$ cat config.mk
export PLATFORM = sky130hd
export DESIGN_NAME = sn193_ctrl
export DESIGN_NICKNAME = d
export VERILOG_FILES = /design/src/rtl/sn193_ctrl.sv
export SDC_FILE = /design/constraint.sdc
export NUM_CORES = 1
export LEC_CHECK = 0
export ABC_AREA = 0
export CAP_MARGIN = 20
export CORE_ASPECT_RATIO = 2
export CORE_MARGIN = 2
export CORE_UTILIZATION = 30
export DETAILED_ROUTE_END_ITERATION = 6
export PLACE_DENSITY = 0.53
export SYNTH_ARGS = -nofsm -noshare
export SYNTH_HDL_FRONTEND = slang
export SYNTH_SLANG_ARGS = --single-unit
$ cat constraint.sdc
create_clock -name clk -period 4.8 [get_ports clk]
set_clock_uncertainty 0.2 [all_clocks]
set_input_delay 1.44 -clock clk [delete_from_list [all_inputs] [get_ports clk]]
set_output_delay 1.44 -clock clk [all_outputs]
set_load 0.01 [all_outputs]
$ cat src/rtl/sn193_ctrl.sv
// Clocked command front-end for an SN74XX193-style asynchronous up/down counter.
// Turns commands into timed strobes, then checks the synchronized readback against the tracked value.
module sn193_ctrl #(
   parameter int unsigned PULSE_W = 4,
   parameter int unsigned GAP_W   = 4
) (
   input  logic       clk,
   input  logic       nclr,
   input  logic       cmd_valid,
   output logic       cmd_ready,
   input  logic [1:0] cmd_op,
   input  logic [3:0] cmd_cnt,
   input  logic [3:0] cmd_data,
   output logic       up,
   output logic       down,
   output logic       nload,
   output logic       clr,
   output logic [3:0] d,
   input  logic [3:0] q,
   input  logic       co,
   input  logic       bo,
   output logic       done,
   output logic [3:0] result,
   output logic       err,
   output logic       co_seen,
   output logic       bo_seen
);

   localparam int unsigned TMAX = (PULSE_W > GAP_W) ? PULSE_W : GAP_W;
   localparam int unsigned TW   = (TMAX < 3) ? 2 : $clog2(TMAX + 1);

   localparam logic [TW-1:0] PULSE_LAST = TW'(PULSE_W - 1);
   localparam logic [TW-1:0] GAP_LAST   = TW'(GAP_W - 1);
   localparam logic [TW-1:0] CHECK_LAST = TW'(2);
   localparam logic [TW-1:0] T_ZERO     = {TW{1'b0}};
   localparam logic [TW-1:0] T_ONE      = TW'(1);

   localparam logic [1:0] OP_CLEAR = 2'b00;
   localparam logic [1:0] OP_UP    = 2'b01;
   localparam logic [1:0] OP_DOWN  = 2'b10;
   localparam logic [1:0] OP_LOAD  = 2'b11;

   typedef enum logic [1:0] {
      S_IDLE  = 2'b00,
      S_ACT   = 2'b01,
      S_GAP   = 2'b10,
      S_CHECK = 2'b11
   } state_t;

   state_t        r_state;
   state_t        w_state_nxt;
   logic [TW-1:0] r_timer;
   logic [TW-1:0] w_timer_nxt;
   logic [4:0]    r_pcnt;
   logic [4:0]    w_pcnt_nxt;
   logic [1:0]    r_op;
   logic [1:0]    w_op_nxt;
   logic          w_strobe_on;
   logic          w_accept;
   logic          w_done_nxt;
   logic [4:0]    w_first_n;

   logic          r_ready;
   logic          r_up;
   logic          r_down;
   logic          r_nload;
   logic          r_clr;
   logic [3:0]    r_d;
   logic [3:0]    r_exp;
   logic          r_done;
   logic [3:0]    r_result;
   logic          r_err;
   logic          r_co_seen;
   logic          r_bo_seen;

   logic [3:0]    r_q_m;
   logic [3:0]    r_q_s;
   logic          r_co_m;
   logic          r_co_s;
   logic          r_bo_m;
   logic          r_bo_s;

   // Counter value after a command; count 0 means 16 pulses, which is a no-op modulo 16.
   function automatic logic [3:0] next_expected(
      input logic [1:0] op,
      input logic [3:0] cur,
      input logic [3:0] cnt,
      input logic [3:0] data
   );
      logic [3:0] nxt;
      case (op)
         OP_CLEAR: nxt = 4'd0;
         OP_UP:    nxt = cur + cnt;
         OP_DOWN:  nxt = cur - cnt;
         OP_LOAD:  nxt = data;
         default:  nxt = cur;
      endcase
      return nxt;
   endfunction

   assign w_first_n = ((cmd_op == OP_UP) || (cmd_op == OP_DOWN)) ?
                      ((cmd_cnt == 4'd0) ? 5'd16 : {1'b0, cmd_cnt}) : 5'd1;

   // Next-state, timer and strobe-enable decode for the command sequencer.
   always_comb begin
      w_state_nxt = r_state;
      w_timer_nxt = r_timer;
      w_pcnt_nxt  = r_pcnt;
      w_op_nxt    = r_op;
      w_strobe_on = 1'b0;
      w_accept    = 1'b0;
      w_done_nxt  = 1'b0;
      case (r_state)
         S_IDLE: begin
            if (cmd_valid) begin
               w_accept    = 1'b1;
               w_op_nxt    = cmd_op;
               w_pcnt_nxt  = w_first_n;
               w_timer_nxt = PULSE_LAST;
               w_strobe_on = 1'b1;
               w_state_nxt = S_ACT;
            end else begin
               w_state_nxt = S_IDLE;
            end
         end
         S_ACT: begin
            if (r_timer == T_ZERO) begin
               w_pcnt_nxt  = r_pcnt - 5'd1;
               w_timer_nxt = GAP_LAST;
               w_state_nxt = S_GAP;
            end else begin
               w_timer_nxt = r_timer - T_ONE;
               w_strobe_on = 1'b1;
            end
         end
         S_GAP: begin
            if (r_timer != T_ZERO) begin
               w_timer_nxt = r_timer - T_ONE;
            end else if (r_pcnt != 5'd0) begin
               w_timer_nxt = PULSE_LAST;
               w_strobe_on = 1'b1;
               w_state_nxt = S_ACT;
            end else begin
               w_timer_nxt = CHECK_LAST;
               w_state_nxt = S_CHECK;
            end
         end
         S_CHECK: begin
            // Two settle cycles let the last strobe's effect pass the synchronizers.
            if (r_timer == T_ZERO) begin
               w_done_nxt  = 1'b1;
               w_state_nxt = S_IDLE;
            end else begin
               w_timer_nxt = r_timer - T_ONE;
            end
         end
         default: begin
            w_state_nxt = S_IDLE;
            w_timer_nxt = T_ZERO;
            w_pcnt_nxt  = 5'd0;
         end
      endcase
   end

   // Sequencer state and registered strobes; nclr forces strobes inactive immediately.
   always_ff @(posedge clk or negedge nclr) begin
      if (!nclr) begin
         r_state <= S_IDLE;
         r_timer <= T_ZERO;
         r_pcnt  <= 5'd0;
         r_op    <= OP_CLEAR;
         r_ready <= 1'b1;
         r_up    <= 1'b1;
         r_down  <= 1'b1;
         r_nload <= 1'b1;
         r_clr   <= 1'b0;
      end else begin
         r_state <= w_state_nxt;
         r_timer <= w_timer_nxt;
         r_pcnt  <= w_pcnt_nxt;
         r_op    <= w_op_nxt;
         r_ready <= (w_state_nxt == S_IDLE);
         r_up    <= !(w_strobe_on && (w_op_nxt == OP_UP));
         r_down  <= !(w_strobe_on && (w_op_nxt == OP_DOWN));
         r_nload <= !(w_strobe_on && (w_op_nxt == OP_LOAD));
         r_clr   <= w_strobe_on && (w_op_nxt == OP_CLEAR);
      end
   end

   // Two-flop synchronizers for the asynchronous counter outputs.
   always_ff @(posedge clk or negedge nclr) begin
      if (!nclr) begin
         r_q_m  <= 4'd0;
         r_q_s  <= 4'd0;
         r_co_m <= 1'b1;
         r_co_s <= 1'b1;
         r_bo_m <= 1'b1;
         r_bo_s <= 1'b1;
      end else begin
         r_q_m  <= q;
         r_q_s  <= r_q_m;
         r_co_m <= co;
         r_co_s <= r_co_m;
         r_bo_m <= bo;
         r_bo_s <= r_bo_m;
      end
   end

   // Tracked value, parallel data, completion report and sticky carry/borrow flags.
   always_ff @(posedge clk or negedge nclr) begin
      if (!nclr) begin
         r_exp     <= 4'd0;
         r_d       <= 4'd0;
         r_done    <= 1'b0;
         r_result  <= 4'd0;
         r_err     <= 1'b0;
         r_co_seen <= 1'b0;
         r_bo_seen <= 1'b0;
      end else begin
         if (w_accept) begin
            r_exp <= next_expected(cmd_op, r_exp, cmd_cnt, cmd_data);
            if (cmd_op == OP_LOAD) begin
               r_d <= cmd_data;
            end else begin
               r_d <= r_d;
            end
         end else begin
            r_exp <= r_exp;
            r_d   <= r_d;
         end

         r_done <= w_done_nxt;
         if (w_done_nxt) begin
            r_result <= r_q_s;
            r_err    <= (r_q_s != r_exp);
         end else begin
            r_result <= r_result;
            r_err    <= 1'b0;
         end

         if (w_accept) begin
            r_co_seen <= 1'b0;
            r_bo_seen <= 1'b0;
         end else if (r_state != S_IDLE) begin
            r_co_seen <= r_co_seen | !r_co_s;
            r_bo_seen <= r_bo_seen | !r_bo_s;
         end else begin
            r_co_seen <= r_co_seen;
            r_bo_seen <= r_bo_seen;
         end
      end
   end

   assign cmd_ready = r_ready;
   assign up        = r_up;
   assign down      = r_down;
   assign nload     = r_nload;
   assign clr       = r_clr;
   assign d         = r_d;
   assign done      = r_done;
   assign result    = r_result;
   assign err       = r_err;
   assign co_seen   = r_co_seen;
   assign bo_seen   = r_bo_seen;

endmodule

==> key figures, run 1 <==
Power
  – Peak VDD IR: 0.000259 V
  – Reg power frac: 37.0%
  – Pwr Density: 602 nW/um^2
  – Logic pwr share: 38.9%
  – Clock power frac: 24.1%
  – Sw frac: between 30% and 40%
  – Internal power: about 1100 uW
  – Static leakage: 0.00121 uW
  – Net switching power: about 570 uW

STA
  – Setup TNS: 0 ns
  – Fin crit period: 3.69 ns
  – Final Hold Viols: 0
  – Max-slew violation count: 0
  – RSZ-0062 raised after global routing: false
  – Final setup vio count: 0
  – Worst rel slew slack: about two thirds
  – Max frequency: 271 MHz
  – Fin crit share: 76.9%
  – Tightest Pin Transition: 0.473 ns

Critical path
  – Worst r2r path cells: 7
  – Crit path capture type: flop
  – Arr. time, crit path: 3.66 ns
  – Maximum fanout along the worst path: 3
  – Crit path required time: about 4.8 ns
  – Reg-to-reg startpoint: r_timer[0]
  – Setup CP Type: in2reg
  – Setup slack, reg-to-reg: approximately 2.6 ns
  – Startpoint class of the critical path: input port
  – Crit path launch: cmd_cnt[0]
  – RR Endpoint: r_pcnt[2]
  – Critical Path End: r_exp[3]

CTS
  – CTS tree: yes
  – Post-CTS setup buffers: 0
  – Sink Count: between 40 and 50
  – CTS Buf Count: 5
  – CTS Hold Bufs: 0
  – PostCTS Resize Cnt: 0
  – CTS H-tree lvls: 2
  – CTS max path bufs: 2
  – CTS root buf: clkbuf_16
  – Clock transition at path regs: 0.06 ns
  – Worst-Skew Late Latency: 0.29 ns

Cells and area
  – Diode count: 0
  – Commonest non-fill, non-tap cell in the layout: dfrtp_1
  – Area occupied by multi-input gates: approximately 900 um^2
  – # nets final: 263
  – # fillers: 687
  – Share of layout cells above drive strength 1: between 10 and 15%
  – Synth-to-layout area growth: 29.1%
  – Final core area utilization: 39.9%
  – FF/Latch Area: 1140 um^2
  – Leading cell types in the layout, fill and taps excluded: 37 x dfrtp_1, 34 x clkdlybuf4s50_1, 20 x inv_1, 14 x nand2_1, 11 x ha_1

Detailed routing
  – Routed wire length: between 4000 and 5000 um
  – DR WL/cell: ~14 um
  – Final ANT Viol Nets: 0
  – Vias: 1548
  – Drc violations: 0
  – DR vias/cell: between 4 and 5
  – Drt pass-1 iters: 2
  – DR iter-0 viols: 20

Synthesis
  – Synthesized instance count: 195
  – Synth unique cells: 41
  – Yosys warns: 0
  – Mapped Nets: 226
  – Top FF cell, synth: dfrtp_1
  – Async SR Flop Fraction: 100%
  – Mapped Avg Cell Area: 11.0 um^2
  – FF+latch count, synth: 45
  – Sequential area share after synthesis: 53.0%
  – Synthesized cell area: 2140 um^2
  – Post-synth EDFFs: 0

Job
  – MaxCap Viol Count: 0

Floorplanning
  – Die span in x: 63.8 um
  – Die Y: 124 um
  – DIE AREA: 7880 um^2
  – Site Rows: 43
  – Starting density of the core: 30.9%
  – Core area: ~6900 um^2
  – I/O Pins: 36

Global route
  – Met1 Track Usage GR: between 10% and 20%
  – Global-route wire length before repair: 7610 um
  – M2 GR Usage: between 20% and 30%
  – Vias in the first global route: 1612
  – GR Layer Usage met3: 2.46%
  – Largest net degree at the start of global routing: 46
  – Grt total ovfl: 0
  – GRT Total Usage: 13.0%
  – GRT busiest layer: met2
  – Initial antenna violation count: 0

Place
  – GP Congestion: between 0.7 and 0.8
  – HPWL after DPL: ~3400 um
  – PortBufs: 35

Min path
  – Hold Path Class: reg2reg

Status
  – Status: complete, no violations
[worst max-delay path, stage by stage]
cell and delay, ns:
clkdlybuf4s50_1 0.51, inv_1 0.07, ha_1 0.28, mux2_2 0.29, inv_1 0.07, ha_1 0.21, nor2b_1 0.13, o21a_1 0.18
o211a_1 0.20, o211ai_1 0.18, a21oi_2 0.08
[power by group through the flow]
stage               logic [uW]  clock network, uW  registers (uW)
global route               731                428             637
CTS                        654                417             619
floorplan                  426                  0             613
detailed placement         651                  0             626
finish                     648                401             616
global placement           647                  0             624
[worst min-delay path by stage]
stage             start       end  slack [ns]  cells past startpoint
4_1_cts        r_q_m[0]  r_q_s[0]        0.16                      0
5_1_grt        r_q_m[0]  r_q_s[0]        0.15                      0
2_1_floorplan  r_q_m[0]  r_q_s[0]        0.13                      0
3_5_place_dp   r_q_m[0]  r_q_s[0]        0.14                      0
6_report       r_q_m[0]  r_q_s[0]        0.15                      0
3_3_place_gp   r_q_m[3]  r_q_s[3]        0.14                      0
[metal layers]
metal  vias to the layer above  part of all wire (%)  wire (um)
li1                        743                     -          -
met1                       765                    39       1770
met2                        29                    54       2470
met3                        11                   2.8        125
met4                         0                   4.1        187
met5                         -                     0          0
[stage by stage]
stage | area [um^2] | power [uW] | hold slack, ns | cells | setup slack, ns
6_report | 2770 | 1660 | 0.153 | 323 | 1.11
5_1_grt | 2770 | 1800 | 0.152 | 323 | 0.985
4_1_cts | 2750 | 1690 | 0.156 | 322 | 1.10
3_5_place_dp | 2570 | 1280 | 0.144 | 314 | 0.791
3_3_place_gp | 2570 | 1270 | 0.136 | 314 | 0.858
2_1_floorplan | 2140 | 1040 | 0.131 | 195 | 1.42
[sequential cells by signal, indices dropped and copies added (netlist names), 2 cells and up]
name	flops
r_op	2
d	4
r_q_s	4
r_q_m	4
result	4
r_pcnt	5
r_exp	4
r_timer	3
r_state	2
[logic make-up after synthesis]
logic type / after synthesis / share of synthesized area [%]
compound gates: 47 / 15.2
xor+xnor: 7 / 2.86
fa+ha+maj: 12 / 7.36
buf+inv: 26 / 4.84
flops: 45 / 53.0
mux: 11 / 5.66
simple gates: 47 / 11.0
[synth_stat cells, types with 2 or more instances]
master | count | area, um^2
nand3_1 | 3 | 15.0
mux2_2 | 9 | 101
buf_2 | 5 | 25.0
nand3b_1 | 2 | 15.0
a21oi_1 | 10 | 50.1
o211ai_1 | 2 | 15.0
dfrtp_1 | 37 | 926
a31oi_1 | 5 | 31.3
nor2_1 | 10 | 37.5
o21a_1 | 4 | 30.0
xnor2_1 | 7 | 61.3
nand2_1 | 14 | 52.6
o31ai_1 | 3 | 22.5
inv_1 | 20 | 75.1
dfstp_2 | 8 | 210
mux2i_1 | 2 | 20.0
nor2b_1 | 3 | 18.8
nand2b_1 | 2 | 12.5
or2_2 | 2 | 12.5
a22oi_1 | 4 | 30.0
o21ai_0 | 8 | 40.0
nor3_1 | 6 | 30.0
ha_1 | 11 | 138
[layout make-up]
| class | instances | area share, % |
|---|---|---|
| Sequential cell | 45 | 41.1 |
| Inverter | 20 | 2.71 |
| Timing Repair Buffer | 36 | 13.2 |
| Clock buffer | 5 | 4.52 |
| Tap cell | 90 | 4.07 |
| Clock inverter | 3 | 1.76 |
| Multi-Input combinational cell | 124 | 32.7 |
(Power assumes the default switching activity.)
==> run 2, diff against run 1 <==
==> constraint.sdc (replaced) <==
create_clock -name clk -period 3.59 [get_ports clk]
set_clock_uncertainty 0.2 [all_clocks]
set_input_delay 1.077 -clock clk [delete_from_list [all_inputs] [get_ports clk]]
set_output_delay 1.077 -clock clk [all_outputs]
set_load 0.01 [all_outputs]
==> key figures, run 2 (synthesis results as in run 1) <==
CTS
  – Post-CTS setup buffers: 0
  – CTS max path bufs: 2
  – Clock transition at path regs: 0.06 ns
  – CTS Buf Count: 5
  – PostCTS Resize Cnt: 0
  – CTS root buf: clkbuf_16
  – Worst-Skew Late Latency: 0.29 ns
  – CTS H-tree lvls: 2
  – CTS tree: yes
  – CTS Hold Bufs: 0
  – Sink Count: 45

STA
  – Final setup vio count: 0
  – Max-slew violation count: 0
  – Fin crit share: 90.9%
  – Setup TNS: 0 ns
  – Final Worst Setup Slack: ~0.33 ns
  – Worst rel slew slack: 63.0%
  – Final Hold Viols: 0
  – Fin crit period: 3.26 ns
  – Tightest Pin Transition: about 0.56 ns
  – RSZ-0062 raised after global routing: false
  – Max frequency: 306 MHz

Detailed routing
  – DR vias/cell: 4.72
  – DR iter-0 viols: 29
  – Drt pass-1 iters: 4
  – Final ANT Viol Nets: 0
  – DR WL/cell: 13.2 um
  – Routed wire length: between 4000 and 5000 um
  – Drc violations: 0
  – Vias: 1544

Cells and area
  – Commonest non-fill, non-tap cell in the layout: dfrtp_1
  – Leading cell types in the layout, fill and taps excluded: 37 x dfrtp_1, 34 x clkdlybuf4s50_1, 20 x inv_1, 14 x nand2_1, 11 x ha_1
  – Share of layout cells above drive strength 1: 16.0%
  – Largest register FFs: 5
  – # nets final: 267
  – Synth-to-layout area growth: 30.9%
  – Most flops, register: r_pcnt
  – Diode count: 0

Floorplanning
  – Die Y: 124 um
  – Starting density of the core: 30.9%
  – I/O Pins: 36
  – Site Rows: 43
  – DIE AREA: 7880 um^2
  – Core area: 6940 um^2
  – Die span in x: 63.8 um

Power
  – Static leakage: 0.00123 uW
  – Peak VDD IR: 0.000357 V
  – Pwr Density: 791 nW/um^2

Critical path
  – Reg-to-reg startpoint: r_timer[0]
  – RR Endpoint: r_pcnt[2]
  – Setup CP Type: in2reg
  – Crit path capture type: flop
  – Startpoint class of the critical path: input port
  – Arr. time, crit path: 3.24 ns
  – CP cell instances: clkdlybuf4s50_1 > inv_1 > ha_1 > mux2_2 > inv_1 > ha_1 > nor2b_1 > o21a_1 > o211a_1 > o211ai_1 > a21oi_2
  – Setup slack, reg-to-reg: 1.44 ns
  – Maximum fanout along the worst path: 3
  – Crit path required time: between 3 and 4 ns
  – Worst r2r path cells: 7
  – CP top delay family: compound AO/OA/AOI/OAI gates
  – Worst path slowest cell: clkdlybuf4s50_1
  – CP peak stage delay: around 0.51 ns
  – Worst Path Buf+Inv: 3

Global route
  – Grt total ovfl: 0
  – Initial antenna violation count: 0
  – GRT Total Usage: 12.5%
  – Vias in the first global route: about 1600
  – Largest net degree at the start of global routing: 46
  – Global-route wire length before repair: ~7500 um

Place
  – HPWL after DPL: 3330 um
  – PortBufs: 35
  – GP Congestion: 0.757
  – Post-place setup slack: approximately 0.012 ns

Min path
  – Hold Path Class: reg2reg
  – Hold_sp: r_q_m[0]
  – WHS Endpoint: r_q_s[0]
  – Worst Hold Path Cells: 0

Job
  – MaxCap Viol Count: 0

Status
  – Status: complete, no violations
-- run 2: changes by cell type in the layout (fill, tap and decap cells not counted), sizes merged --
cell	change
clkinvlp	-1
clkinv	+1
buf	+4
-- run 2: per-stage QoR --
stage	instances	hold slack [ns]	power (uW)	util, %	cell area, um^2
6_report	327	0.153	2220	40.4	2810
4_1_cts	326	0.157	2260	40.0	2780
5_1_grt	327	0.160	2390	40.4	2810
2_1_floorplan	195	0.131	1390	-	2140
3_3_place_gp	318	0.136	1700	37.5	2600
3_5_place_dp	318	0.141	1710	37.5	2600
-- run 2: worst max path at each step --
stage / end / depth (start not counted) / slack, ns / startpoint
after CTS: r_exp[3] / 11 / 0.32 / cmd_cnt[1]
final: r_exp[3] / 11 / 0.33 / cmd_cnt[1]
after floorplan: r_exp[3] / 10 / 0.58 / cmd_op[0]
after global placement: r_exp[3] / 11 / 0.06 / cmd_cnt[1]
after detailed placement: r_exp[3] / 11 / 0.01 / cmd_cnt[1]
after global routing: r_exp[3] / 11 / 0.20 / cmd_cnt[1]
-- run 2: where the power goes --
group	switching, uW	total [uW]	internal (uW)
clock network	201	535	334
registers	132	820	688
logic	416	863	448
total	749	2220	1470
-- run 2: layer usage --
metal	share of wire, %	vias to the layer above	global-route usage, %	wire length (um)
met2	58	26	23.7	2500
li1	-	757	-	-
met1	36	756	12.9	1570
met3	3.5	5	2.82	152
met5	0	-	0	0
met4	2.2	0	5.71	93
-- run 2: cell type report --
cell class                      count  area [um^2]
Sequential cell                    45         1140
Clock inverter                      3         50.0
Timing Repair Buffer               40          403
Multi-Input combinational cell    124          903
Clock buffer                        5          125
Inverter                           20         75.1
Fill cell                         681         4140
Tap cell                           90          113
==> run 3, diff against run 2 <==
--- a/config.mk
+++ b/config.mk
@@ -8,10 +8,11 @@
 export ABC_AREA = 0
 export CAP_MARGIN = 20
 export CORE_ASPECT_RATIO = 2
-export CORE_MARGIN = 2
+export CORE_MARGIN = 5
 export CORE_UTILIZATION = 30
 export DETAILED_ROUTE_END_ITERATION = 6
 export PLACE_DENSITY = 0.53
+export SLEW_MARGIN = 20
 export SYNTH_ARGS = -nofsm -noshare
 export SYNTH_HDL_FRONTEND = slang
 export SYNTH_SLANG_ARGS = --single-unit
==> key figures, run 3 (synthesis results as in run 1) <==
Detailed routing
  – Drt pass-1 iters: 4
  – DR vias/cell: 4.76
  – Routed wire length: between 4000 and 5000 um
  – Vias: between 1500 and 2000
  – Drc violations: 0
  – DR WL/cell: between 10 and 15 um
  – Final ANT Viol Nets: 0
  – DR iter-0 viols: 52

STA
  – Max frequency: 306 MHz
  – Max-slew violation count: 0
  – Fin crit share: between 90 and 100%
  – Setup TNS: 0 ns
  – Worst rel slew slack: 51.9%
  – Final setup vio count: 0
  – Final Worst Setup Slack: roughly 0.33 ns
  – Tightest Pin Transition: 0.722 ns
  – Fin crit period: 3.26 ns
  – RSZ-0062 raised after global routing: false
  – Final Hold Viols: 0

CTS
  – Post-CTS setup buffers: 0
  – CTS tree: yes
  – CTS H-tree lvls: 2
  – CTS max path bufs: 2
  – PostCTS Resize Cnt: 0
  – Sink Count: 45
  – CTS Buf Count: 5
  – Worst-Skew Late Latency: 0.29 ns
  – CTS Hold Bufs: 0
  – CTS root buf: clkbuf_16
  – Clock transition at path regs: 0.06 ns

Place
  – Post-place setup slack: ~0.012 ns
  – Placement Cell Area: roughly 2600 um^2
  – HPWL after DPL: 3560 um
  – GP Congestion: 0.782
  – PortBufs: 35

Critical path
  – CP top delay family: compound AO/OA/AOI/OAI gates
  – Maximum fanout along the worst path: 3
  – Worst Path Buf+Inv: 3
  – Worst path slowest cell: clkdlybuf4s50_1
  – Crit path launch: cmd_cnt[1]
  – Critical Path Stages: 11
  – Crit path capture type: flop
  – Reg-to-reg startpoint: r_timer[0]
  – Setup CP Type: in2reg
  – CP cell instances: clkdlybuf4s50_1 > inv_1 > ha_1 > mux2_2 > inv_1 > ha_1 > nor2b_1 > o21a_1 > o211a_1 > o211ai_1 > a21oi_2
  – CP peak stage delay: around 0.50 ns
  – Worst r2r path cells: 7
  – Startpoint class of the critical path: input port
  – Crit path required time: around 3.6 ns
  – Arr. time, crit path: 3.24 ns

Status
  – Status: complete, no violations

Min path
  – Hold Path Class: reg2reg
  – Hold_sp: r_q_m[1]
  – Worst Hold Path Cells: 0

Cells and area
  – Synth-to-layout area growth: 29.0%
  – # fillers: 672
  – Commonest non-fill, non-tap cell in the layout: dfrtp_1
  – Largest register FFs: 5
  – Most flops, register: r_pcnt
  – Share of layout cells above drive strength 1: 16.0%
  – Leading cell types in the layout, fill and taps excluded: 37 x dfrtp_1, 34 x clkdlybuf4s50_1, 20 x inv_1, 14 x nand2_1, 11 x ha_1
  – # nets final: 267
  – Design area: 2770 um^2
  – Diode count: 0

Power
  – Peak VDD IR: 0.000304 V
  – Design Power: roughly 2200 uW
  – Pwr Density: 781 nW/um^2
  – Static leakage: 0.00122 uW

Global route
  – Grt total ovfl: 0
  – Largest net degree at the start of global routing: 32
  – GRT Total Usage: between 10 and 15%
  – Initial antenna violation count: 0
  – Global-route wire length before repair: 7740 um
  – Vias in the first global route: 1627

Floorplanning
  – Starting density of the core: between 30 and 40%
  – Core area: 6940 um^2
  – Site Rows: 43
  – I/O Pins: 36
  – DIE AREA: 9040 um^2
  – Die Y: 130 um
  – Die span in x: 69.8 um

Job
  – MaxCap Viol Count: 0
-- run 3: cell types whose count changed in the layout (fill, tap and decap cells not counted), sizes merged --
cell      previous run  this run
clkinv               1         0
clkbuf               5         6
clkinvlp             0         1
bufinv               1         0
-- run 3: layer usage --
metal / vias to the layer above / part of all wire (%) / track usage [%]
met5: - / 0 / 0
met4: 0 / 3.4 / 7.22
met3: 12 / 3.9 / 2.56
met2: 31 / 57 / 21.0
met1: 761 / 36 / 10.5
li1: 752 / - / -
-- run 3: layout make-up --
class	count	area, um^2	area share [%]
multi-input combinational	124	903	32.7
timing repair buffer	40	383	13.8
clock buffer	6	139	5.02
tap	90	113	4.07
inverter	20	75.1	2.71
sequential	45	1140	41.1
clock inverter	2	16.3	0.588
-- run 3: metrics by stage --
stage	util [%]	std cells	hold slack, ns
floorplan	-	195	0.131
global placement	37.6	319	0.134
detailed placement	37.6	319	0.138
CTS	39.8	327	0.153
global route	39.8	327	0.158
finish	39.8	327	0.151
-- run 3: final timing paths --
check	to	slack (ns)
setup reg to reg	r_pcnt[2]	1.42
hold / removal	r_q_s[1]	0.15
max in group asynchronous	nload	1.87
min in group asynchronous	d[0]	0.64
setup / recovery	r_exp[3]	0.33
hold reg to reg	r_q_s[1]	0.15
-- run 3: power breakdown --
group / leakage (uW) / internal [uW] / total (uW) / switching [uW]
sequential: 0.000527 / 688 / 822 / 133
clock: 0.0000735 / 279 / 480 / 201
combinational: 0.000614 / 443 / 858 / 415
total: 0.00122 / 1410 / 2160 / 749
-- run 3: worst register-to-register path, stage by stage (launching register included) --
cell and delay (ns):
dfrtp_1 0.43, inv_1 0.11, ha_1 0.19, nor2b_1 0.36
nand2_1 0.20, a21oi_4 0.30, o21ai_0 0.14, a22oi_1 0.15
